File: src/rtl/serial_arith_pkg.sv
// serial_arith_pkg: shared FSM state type and counter-width helper for the serial arithmetic blocks
//   exports: state_t {IDLE, SHIFT, DONE}, cnt_width(w) -> bits needed to count 0..w
package serial_arith_pkg;
    typedef enum logic [1:0] {IDLE, SHIFT, DONE} state_t;

    function automatic int cnt_width(input int w);
        return $clog2(w + 1);
    endfunction
endpackage

File: src/rtl/full_subtractor.sv
// full_subtractor: one-bit full subtractor, d = a - b - bin
//   inputs  a, b, bin : minuend bit, subtrahend bit, borrow-in
//   outputs d, bout   : difference bit, borrow-out
module full_subtractor (
    input  logic a,
    input  logic b,
    input  logic bin,
    output logic d,
    output logic bout
);
    assign d    = a ^ b ^ bin;
    assign bout = (~a & b) | (~(a ^ b) & bin);
endmodule

File: src/rtl/serial_subtractor.sv
// serial_subtractor: bit-serial a - b - bin, LSB first, one bit per clock
//   clk, rst (async, active-high), start : control inputs
//   a, b, bin : operands, latched on an accepted start (IDLE or DONE)
//   busy : high during the WIDTH SHIFT cycles; done : one-cycle result strobe
//   diff, bout : registered result and final borrow, held until the next result lands
module serial_subtractor
    import serial_arith_pkg::*;
#(
    parameter int WIDTH = 8
) (
    input  logic             clk,
    input  logic             rst,
    input  logic             start,
    input  logic [WIDTH-1:0] a,
    input  logic [WIDTH-1:0] b,
    input  logic             bin,
    output logic             busy,
    output logic             done,
    output logic [WIDTH-1:0] diff,
    output logic             bout
);
    localparam int CW = cnt_width(WIDTH);

    state_t           state, state_nxt;
    logic [WIDTH-1:0] a_r, b_r, res_sr, res_nxt;
    logic [CW-1:0]    cnt;
    logic             brw, brw_nxt, d, accept, last;

    assign accept = start && state != SHIFT;
    assign last   = state == SHIFT && cnt == CW'(WIDTH - 1);
    // New bit enters at the MSB so that after WIDTH shifts bit i sits at position i.
    assign res_nxt = (res_sr >> 1) | (WIDTH'(d) << (WIDTH - 1));

    full_subtractor u_fs (
        .a   (a_r[0]),
        .b   (b_r[0]),
        .bin (brw),
        .d   (d),
        .bout(brw_nxt)
    );

    always_ff @(posedge clk or posedge rst) begin
        if (rst) state <= IDLE;
        else     state <= state_nxt;
    end

    always_comb begin
        state_nxt = accept ? SHIFT : last ? DONE : state == DONE ? IDLE : state;
    end

    always_comb begin
        busy = state == SHIFT;
        done = state == DONE;
    end

    // res_sr is a scratch accumulator; diff/bout only update on the final bit,
    // so the previous result stays visible while the next one is being built.
    always_ff @(posedge clk or posedge rst) begin
        if (rst) begin
            a_r    <= '0;
            b_r    <= '0;
            brw    <= 1'b0;
            cnt    <= '0;
            res_sr <= '0;
            diff   <= '0;
            bout   <= 1'b0;
        end else if (accept) begin
            a_r <= a;
            b_r <= b;
            brw <= bin;
            cnt <= '0;
        end else if (state == SHIFT) begin
            a_r    <= a_r >> 1;
            b_r    <= b_r >> 1;
            brw    <= brw_nxt;
            cnt    <= cnt + 1'b1;
            res_sr <= res_nxt;
            if (last) begin
                diff <= res_nxt;
                bout <= brw_nxt;
            end
        end
    end
endmodule

File: config.mk
export PLATFORM = sky130hd
export DESIGN_NAME = serial_subtractor
export DESIGN_NICKNAME = d
export VERILOG_FILES = /design/src/rtl/serial_arith_pkg.sv /design/src/rtl/full_subtractor.sv /design/src/rtl/serial_subtractor.sv
export SDC_FILE = /design/constraint.sdc
export NUM_CORES = 1
export LEC_CHECK = 0
export BUFFER_PORTS_ARGS = -buffer_cell sky130_fd_sc_hd__buf_2
export CAP_MARGIN = 10
export CELL_PAD_IN_SITES_DETAIL_PLACEMENT = 1
export CELL_PAD_IN_SITES_GLOBAL_PLACEMENT = 2
export CORE_ASPECT_RATIO = 1.2
export CORE_MARGIN = 4
export CORE_UTILIZATION = 35
export CTS_CLUSTER_SIZE = 25
export DETAILED_ROUTE_END_ITERATION = 8
export GPL_TIMING_DRIVEN = 0
export PLACE_DENSITY = 0.86
export SYNTH_ARGS = -nofsm -noshare
export SYNTH_HDL_FRONTEND = slang
export SYNTH_SLANG_ARGS = --single-unit
File: constraint.sdc
create_clock -name clk -period 2 [get_ports clk]
set_input_delay 0.3 -clock clk [delete_from_list [all_inputs] [get_ports clk]]
set_output_delay 0.3 -clock clk [all_outputs]
set_load 0.01 [all_outputs]
Word-level counts from Yosys, hierarchy flattened:

Index checks and enable logic that the tools add are counted.

* bits in registers: 40
* logic and storage cells: 39
* bits of input ports: 20

* reductions and logical operators: 6
* bitwise gates (word level): 9
* add/sub/neg operators: 1
* eq/ne operators: 4
* multiplexer cells: 11

Operators with widths (number)
* 8-bit 2-to-1 mux: 4
* 4-bit 2-to-1 mux: 2
* 7-bit by 8-bit bitwise OR with 8-bit output: 1
* 2-bit 2-to-1 mux: 3
* 4-bit by 1-bit adder with 4-bit output, second input constant: 1
* 4-bit by 3-bit == test with 1-bit output, second input constant: 1
* 1-bit NOT: 3
* 3-bit AND reduction: 1
* 3-bit nonzero test: 1
* 1-bit AND: 2
* 2-bit by 1-bit == test with 1-bit output, second input constant: 1
* 2-bit == test, second input constant: 1
* 1-bit logical AND: 2
* 1-bit 2-to-1 mux: 2
* 2-bit by 1-bit != test with 1-bit output, second input constant: 1
* 2-bit AND reduction: 1
* 2-bit nonzero test: 1
* 1-bit bitwise XOR: 2
* 1-bit bitwise OR: 1

Logic depth before layout (Yosys ltp):

Gate-level depths: netlist (run 1).

* depth after elaboration: 6
* mapped depth: 6
* mapped depth without buffers: 4

By module:

From an unflattened synthesis (run 1), not the netlist that was laid out.

* cells, all modules: 137
* area total of the unflattened synthesis: 1722.9 µm²

Modules (own cells, without submodules)
* serial_subtractor: cells an instance 133, area an instance 1691.6 µm², times used 1, seq. area each 975.9 µm²
* full_subtractor: cells an instance 4, area an instance 31.3 µm², times used 1, seq. area each 0.0 µm²

Worst setup path before layout (run 1):

No wires, ideal clock.

* path type: reg-to-reg
* start: reg state[1]
* end: reg diff[6]
* slack: 0.564 ns
* stages on the path, launching flop included: 5
* period minus slack after synthesis: 1.436 ns
* data arrival time: 1.311 ns
* library setup time: 0.125 ns
* cells stage by stage: dfrtp_1 nand2b_1 buf_6 or3_4 mux2_4

* cells in the longest elaborated chain, start to end: 4
* elaborated cells on any way between the ends: 6

RTL lines
* start, declared: line serial_subtractor.sv:24 `state_t state, state_nxt;`
* start signal, assigned: line serial_subtractor.sv:44 `else state <= state_nxt;`
* 2-bit by 1-bit != test with 1-bit output: line serial_subtractor.sv:29 `assign accept = start && state != SHIFT;`
* 1-bit logical AND: line serial_subtractor.sv:29
* 1-bit NOT (no source line)
* 3-bit AND reduction (no source line) *
* end signal, assigned: line serial_subtractor.sv:79 `diff <= res_nxt;`
* end, declared: line serial_subtractor.sv:19 `output logic [WIDTH-1:0] diff,`

Every way passes the cells marked *; elsewhere a longest branch is shown, timed or not.
A chain may end at the register's enable or synchronous reset.

Final worst setup path (run 1):

* start: reg state[0]
* end: out busy

* cells in the longest elaborated chain, start to end: 1

RTL lines
* 2-bit by 1-bit == test with 1-bit output: line serial_subtractor.sv:52 `busy = state == SHIFT;`
* end, declared: line serial_subtractor.sv:17 `output logic busy,`

No other way between the ends.

==> results of run 1 <==
-- critical path: cells and delay by family, from the launching register on --
| kind | cells | cell delay (ns) |
|---|---|---|
| buf+inv | 4 | 0.74 |
| flops | 1 | 0.41 |
| simple gates | 1 | 0.10 |
-- cell type report --
cell class / instances / area (sq um)
fillers: 534 / 2620
flip-flops and latches: 39 / 976
multi-input cells: 101 / 669
repair buffers: 30 / 150
well taps: 58 / 72.6
clock buffers: 5 / 68.8
clock inverters: 3 / 43.8
plain buffers: 8 / 40.0
inverters: 5 / 18.8
-- registers in the layout, summed over array words and instances (netlist names) --
| register | count |
|---|---|
| a_r | 8 |
| b_r | 8 |
| bout | 1 |
| brw | 1 |
| cnt | 4 |
| diff | 8 |
| res_sr | 7 |
| state | 2 |
-- cell usage after synthesis (all sizes together) --
master and number:
a21oi 1, mux2 9, mux2i 19, buf 4
fa 1, nor2 2, clkbuf 4, a31oi 1
o211a 1, or3 1, a22o 1, ha 1
a41oi 1, clkinv 1, o21ai 16, nand2b 3
nand3 1, nand2 41, dfrtp 39, inv 4
nor3 1, nor2b 1
-- cells by family after synthesis --
| family | Yosys count |
|---|---|
| compound gates | 21 |
| fa+ha+maj | 2 |
| buf+inv | 13 |
| flops | 39 |
| mux | 28 |
| simple gates | 50 |
-- cell usage in the layout, fill, tap and decap left out, drive strengths merged --
cell type / synthesis / routed
o211a: 1 / 1
buf: 4 / 34
mux2: 9 / 9
dfrtp: 39 / 39
clkbuf: 4 / 9
ha: 1 / 1
a22o: 1 / 1
nor3: 1 / 1
nor2: 2 / 2
nand2b: 3 / 3
bufinv: 0 / 1
inv: 4 / 4
fa: 1 / 1
or3: 1 / 1
a31oi: 1 / 1
o21ai: 16 / 16
a41oi: 1 / 1
a21oi: 1 / 1
nand2: 41 / 41
clkinv: 1 / 3
mux2i: 19 / 19
nor2b: 1 / 1
nand3: 1 / 1
-- through the flow --
| step | utilization, % | hold WS (ns) | power [W] | instances |
|---|---|---|---|---|
| floorplan | - | 0.440 | 0.00215 | 153 |
| global placement | 41.3 | 0.457 | 0.00246 | 241 |
| detailed placement | 41.3 | 0.475 | 0.00257 | 241 |
| CTS | 43.7 | 0.182 | 0.00324 | 249 |
| global route | 43.7 | 0.225 | 0.00346 | 249 |
| finish | 43.7 | 0.155 | 0.00317 | 249 |
-- how the worst max path moves through the flow --
stage,start,endpoint,slack [ns]
finish,state[0],busy,0.16
global route,state[0],busy,0.04
CTS,state[0],busy,0.13
detailed placement,cnt[0],diff[4],0.39
global placement,rst,cnt[3],0.34
floorplan,state[1],diff[6],0.56
-- power by group through the flow --
stage	combinational [W]	sequential [W]	clock, W
after floorplan	0.000797	0.00135	0
after global placement	0.00111	0.00135	0
after detailed placement	0.00119	0.00138	0
after CTS	0.00119	0.00137	0.000677
after global routing	0.00134	0.00141	0.000711
final	0.00116	0.00136	0.000653
-- per-layer routing --
layer  vias up  global-route usage (%)  share of wire [%]
met5         -                       0                  0
met4         0                    4.62                1.5
met3         6                    4.43                6.3
met2        32                    22.4                 50
met1       587                    16.2                 42
li1        583                       -                  -
==> out/results.tsv, run 1 <==
metric	value	unit
final worst path period share	92.0	%
Final WS setup	0.160	ns
first-pass GRT wire length	6.34	mm
chip width	71.7	um
root buffer cell	clkbuf_8	
CP Data Arrival Time	1.54	ns
max-slew violations	0	
DR vias	1208	
clock sink total	39	
Resize count post-CTS	0	
Setup Buffers After CTS	0	
n_diodes	0	
Synth top area share	57.3	%
reg2reg end	diff[4]	
IO Port Bufs	30	
crit path cell chain	nand2b_1 -> buf_6 -> clkinv_1 -> buf_2 -> buf_2	
Max transition margin	46.2	%
Final Hold Fails	0	
post-layout minimum cycle time	1.84	ns
Worst Path Max Fanout	10	
vias in the first global route	1335	
Worst Reg-to-Reg Cells	4	
final setup fails	0	
share of cells above drive strength 1	27.7	%
pwr dens	1550	mW/mm^2
Pleak	1.04	nW
Routed WL per cell	14.6	um
hpwl dp	2.76	mm
Yosys cell types	25	
# H-tree levels	2	
r2r setup slk	0.38	ns
Synth Area in Adders	1.91	%
CP Class	reg2out	
pin slew with the least headroom to its limit	0.806	ns
Worst Hold Class	in2async	
combinational power share	36.5	%
Initial Util	36.6	%
internal power	0.00199	W
die area	0.00605	sq mm
total gr overflow	0	
RD Place Congestion	0.750	
Vias per Instance	4.85	
Worst path most repeated cell	buf_2	
syn_area_per_cell	11.1	sq um
maximum VDD drop	0.000540	V
clock power share	20.6	%
flops & latches, synth	39	
clk_skew	0.00877	ns
synthesized cell area	0.00170	sq mm
largest net degree at the start of global routing	40	
Reg2Reg Launch Point	cnt[0]	
Synth Area in Simple Gates	12.8	%
row cnt	27	
Synthesis Warnings	0	
Critical Path RT	1.70	ns
status	completed	
Setup WS pre-CTS	0.388	ns
Max Cap Viol	0	
final WL	3.65	mm
Core Area	0.00466	sq mm
cts hold-fix bufs	0	
layout net count	212	
Critical Path End Type	output pin	
Synth Area in XOR/XNOR	0	%
Critical Path Start Type	flip-flop	
Syn-to-layout area delta	19.7	%
Die Y	84.4	um
net count after synthesis	175	
most area-consuming cells after synthesis	dfrtp_1, mux2i_1, nand2_1, o21ai_0, mux2_2	
unrepaired setup endpoints after global routing	no	
Max stage delay on crit path	0.41	ns
clock tree buffer depth	2	
CTS tree	yes	
IO Pins	31	
fmax	0.543	GHz
Synth Area in Compound Gates	6.98	%
Sw Ratio	37.1	%
GR Util All Layers	13.5	%
initial antenna violation count	0	
sequential share of power	42.9	%
Iter 0 DRT Violations	37	
leading area contributor after synthesis	dfrtp_1	
Reg clk slew, reported paths	0.08	ns
clock buffer count from CTS	5	
DRC	0	
Finished Cell Area	0.00204	sq mm
sequential element share of the synthesized area	57.3	%
clk_lat worst skew	0.29	ns
Pre-antenna DRT Iters	3	
CP max stage cell	dfrtp_1	
mux cell area share after synthesis	17.5	%
Sw Pwr	0.00118	W
Synth Instances	153	
setup tns final	0	ns
antenna viol nets, final	0	
largest family of logic cells by synthesized area	multiplexers	
placed inst area	0.00193	sq mm
No activity file was read; power rests on OpenSTA's default activity.
==> inputs of run 2 (changes only) <==
Settings changed: CORE_ASPECT_RATIO 1.2 to 0.6, TNS_END_PERCENT from default to 10.
==> run 2 against run 1 <==
  * Design area fell by 1.2%
  * Global-route usage grew 0.41 points
  * Register-to-register slack is essentially flat
  * Power fell by 3.8%
  * Core utilization shrank 0.29 points
  * Critical endpoint unchanged
==> out/results.tsv, run 2 (same netlist as run 1, synthesis figures left out) <==
metric	value	unit
CP Class	reg2out	
CP Data Arrival Time	1.56	ns
clock sink total	39	
unrepaired setup endpoints after global routing	no	
clk_skew	0.00446	ns
cts hold-fix bufs	0	
share of cells above drive strength 1	26.7	%
final setup fails	0	
RD Place Congestion	0.703	
max-slew violations	0	
Routed WL per cell	15.0	um
root buffer cell	clkbuf_8	
Finished Cell Area	0.00201	sq mm
row cnt	19	
Max transition margin	45.3	%
routed wl met3	106	um
clock buffer count from CTS	5	
setup tns final	0	ns
Worst Path Max Fanout	10	
maximum VDD drop	0.000508	V
final worst path period share	92.9	%
n_diodes	0	
Resize count post-CTS	0	
WL met2	1.83	mm
GR Util All Layers	13.9	%
Max stage delay on crit path	0.41	ns
first-pass GRT wire length	6.53	mm
Critical Path Start Type	flip-flop	
commonest non-fill, non-tap cells in the layout	nand2_1, dfrtp_1, buf_2, mux2i_1, o21ai_0	
Worst Hold Class	in2async	
Pleak	1.03	nW
CTS tree	yes	
Critical Path End Type	output pin	
DRC	0	
Syn-to-layout area delta	18.2	%
Fill cells	548	
vias in the first global route	1414	
placed inst area	0.00193	sq mm
Iter 0 DRT Violations	29	
IO Pins	31	
CP max stage cell	dfrtp_1	
Core Area	0.00464	sq mm
status	completed	
pin slew with the least headroom to its limit	0.819	ns
fmax	0.538	GHz
antenna viol nets, final	0	
Die Y	62.1	um
die area	0.00609	sq mm
Setup Buffers After CTS	0	
total gr overflow	0	
clock tree buffer depth	2	
chip width	98.1	um
largest net degree at the start of global routing	40	
initial antenna violation count	0	
DR vias	1239	
post-layout minimum cycle time	1.86	ns
Worst path most repeated cell	buf_2	
Max Cap Viol	0	
Final Power	0.00305	W
Vias per Instance	4.88	
hpwl dp	2.77	mm
# H-tree levels	2	
Pre-antenna DRT Iters	4	
Final Hold Fails	0	
Critical Path RT	1.70	ns
commonest non-fill, non-tap cell in the layout	nand2_1	
pwr dens	1510	mW/mm^2
uppermost layer routed	met4	
layout net count	212	
biggest registers after layout	a_r x8, b_r x8, diff x8	
IO Port Bufs	30	
clk_lat worst skew	0.29	ns
crit path cell chain	nand2b_1 -> buf_6 -> clkinv_1 -> buf_2 -> buf_2	
Initial Util	36.8	%
Reg clk slew, reported paths	0.07	ns
wire length on met1	1.81	mm
final WL	3.81	mm
[run 2: power breakdown]
| part | switching [W] | internal [W] | leakage, nW |
|---|---|---|---|
| Sequential | 0.000219 | 0.00113 | 0.496 |
| Combinational | 0.000689 | 0.000489 | 0.491 |
| Clock | 0.000271 | 0.000245 | 0.0422 |
[run 2: layout make-up]
type	count	area, sq um	share of cell area (%)
flip-flops and latches	39	976	48.4
multi-input cells	101	669	33.2
repair buffers	30	150	7.45
well taps	63	78.8	3.91
clock buffers	7	76.3	3.79
plain buffers	8	40.0	1.99
inverters	5	18.8	0.932
clock inverters	1	5.00	0.248
[run 2: final timing paths]
check	slack [ns]	cells past startpoint	end	startpoint
worst max-delay path	0.14	5	busy	state[0]
worst max register to register	0.39	4	diff[5]	cnt[0]
max in group asynchronous	1.32	2	b_r[1]	rst
min in group clk	0.26	3	a_r[7]	a[7]
worst min-delay path	0.16	2	a_r[6]	rst
worst min register to register	0.48	2	res_sr[1]	res_sr[1]
[run 2: per-stage QoR]
stage / instances / util [%] / setup WS [ns] / hold slack (ns)
floorplan: 153 / - / 0.564 / 0.440
global placement: 246 / 41.7 / 0.313 / 0.456
detailed placement: 246 / 41.7 / 0.404 / 0.460
CTS: 254 / 43.5 / 0.0936 / 0.191
global route: 254 / 43.5 / 0.0307 / 0.248
finish: 254 / 43.5 / 0.142 / 0.162
[run 2: layer usage]
layer  global-route usage (%)  up-vias
met5                        0        -
met4                     6.71        0
met3                     3.12        8
met2                     23.9       22
met1                     17.2      629
li1                         -      580
[run 2: critical path: cells and delay by family (launching register included)]
kind | cells | cell delay (ns)
flops | 1 | 0.41
buf+inv | 4 | 0.76
simple gates | 1 | 0.10
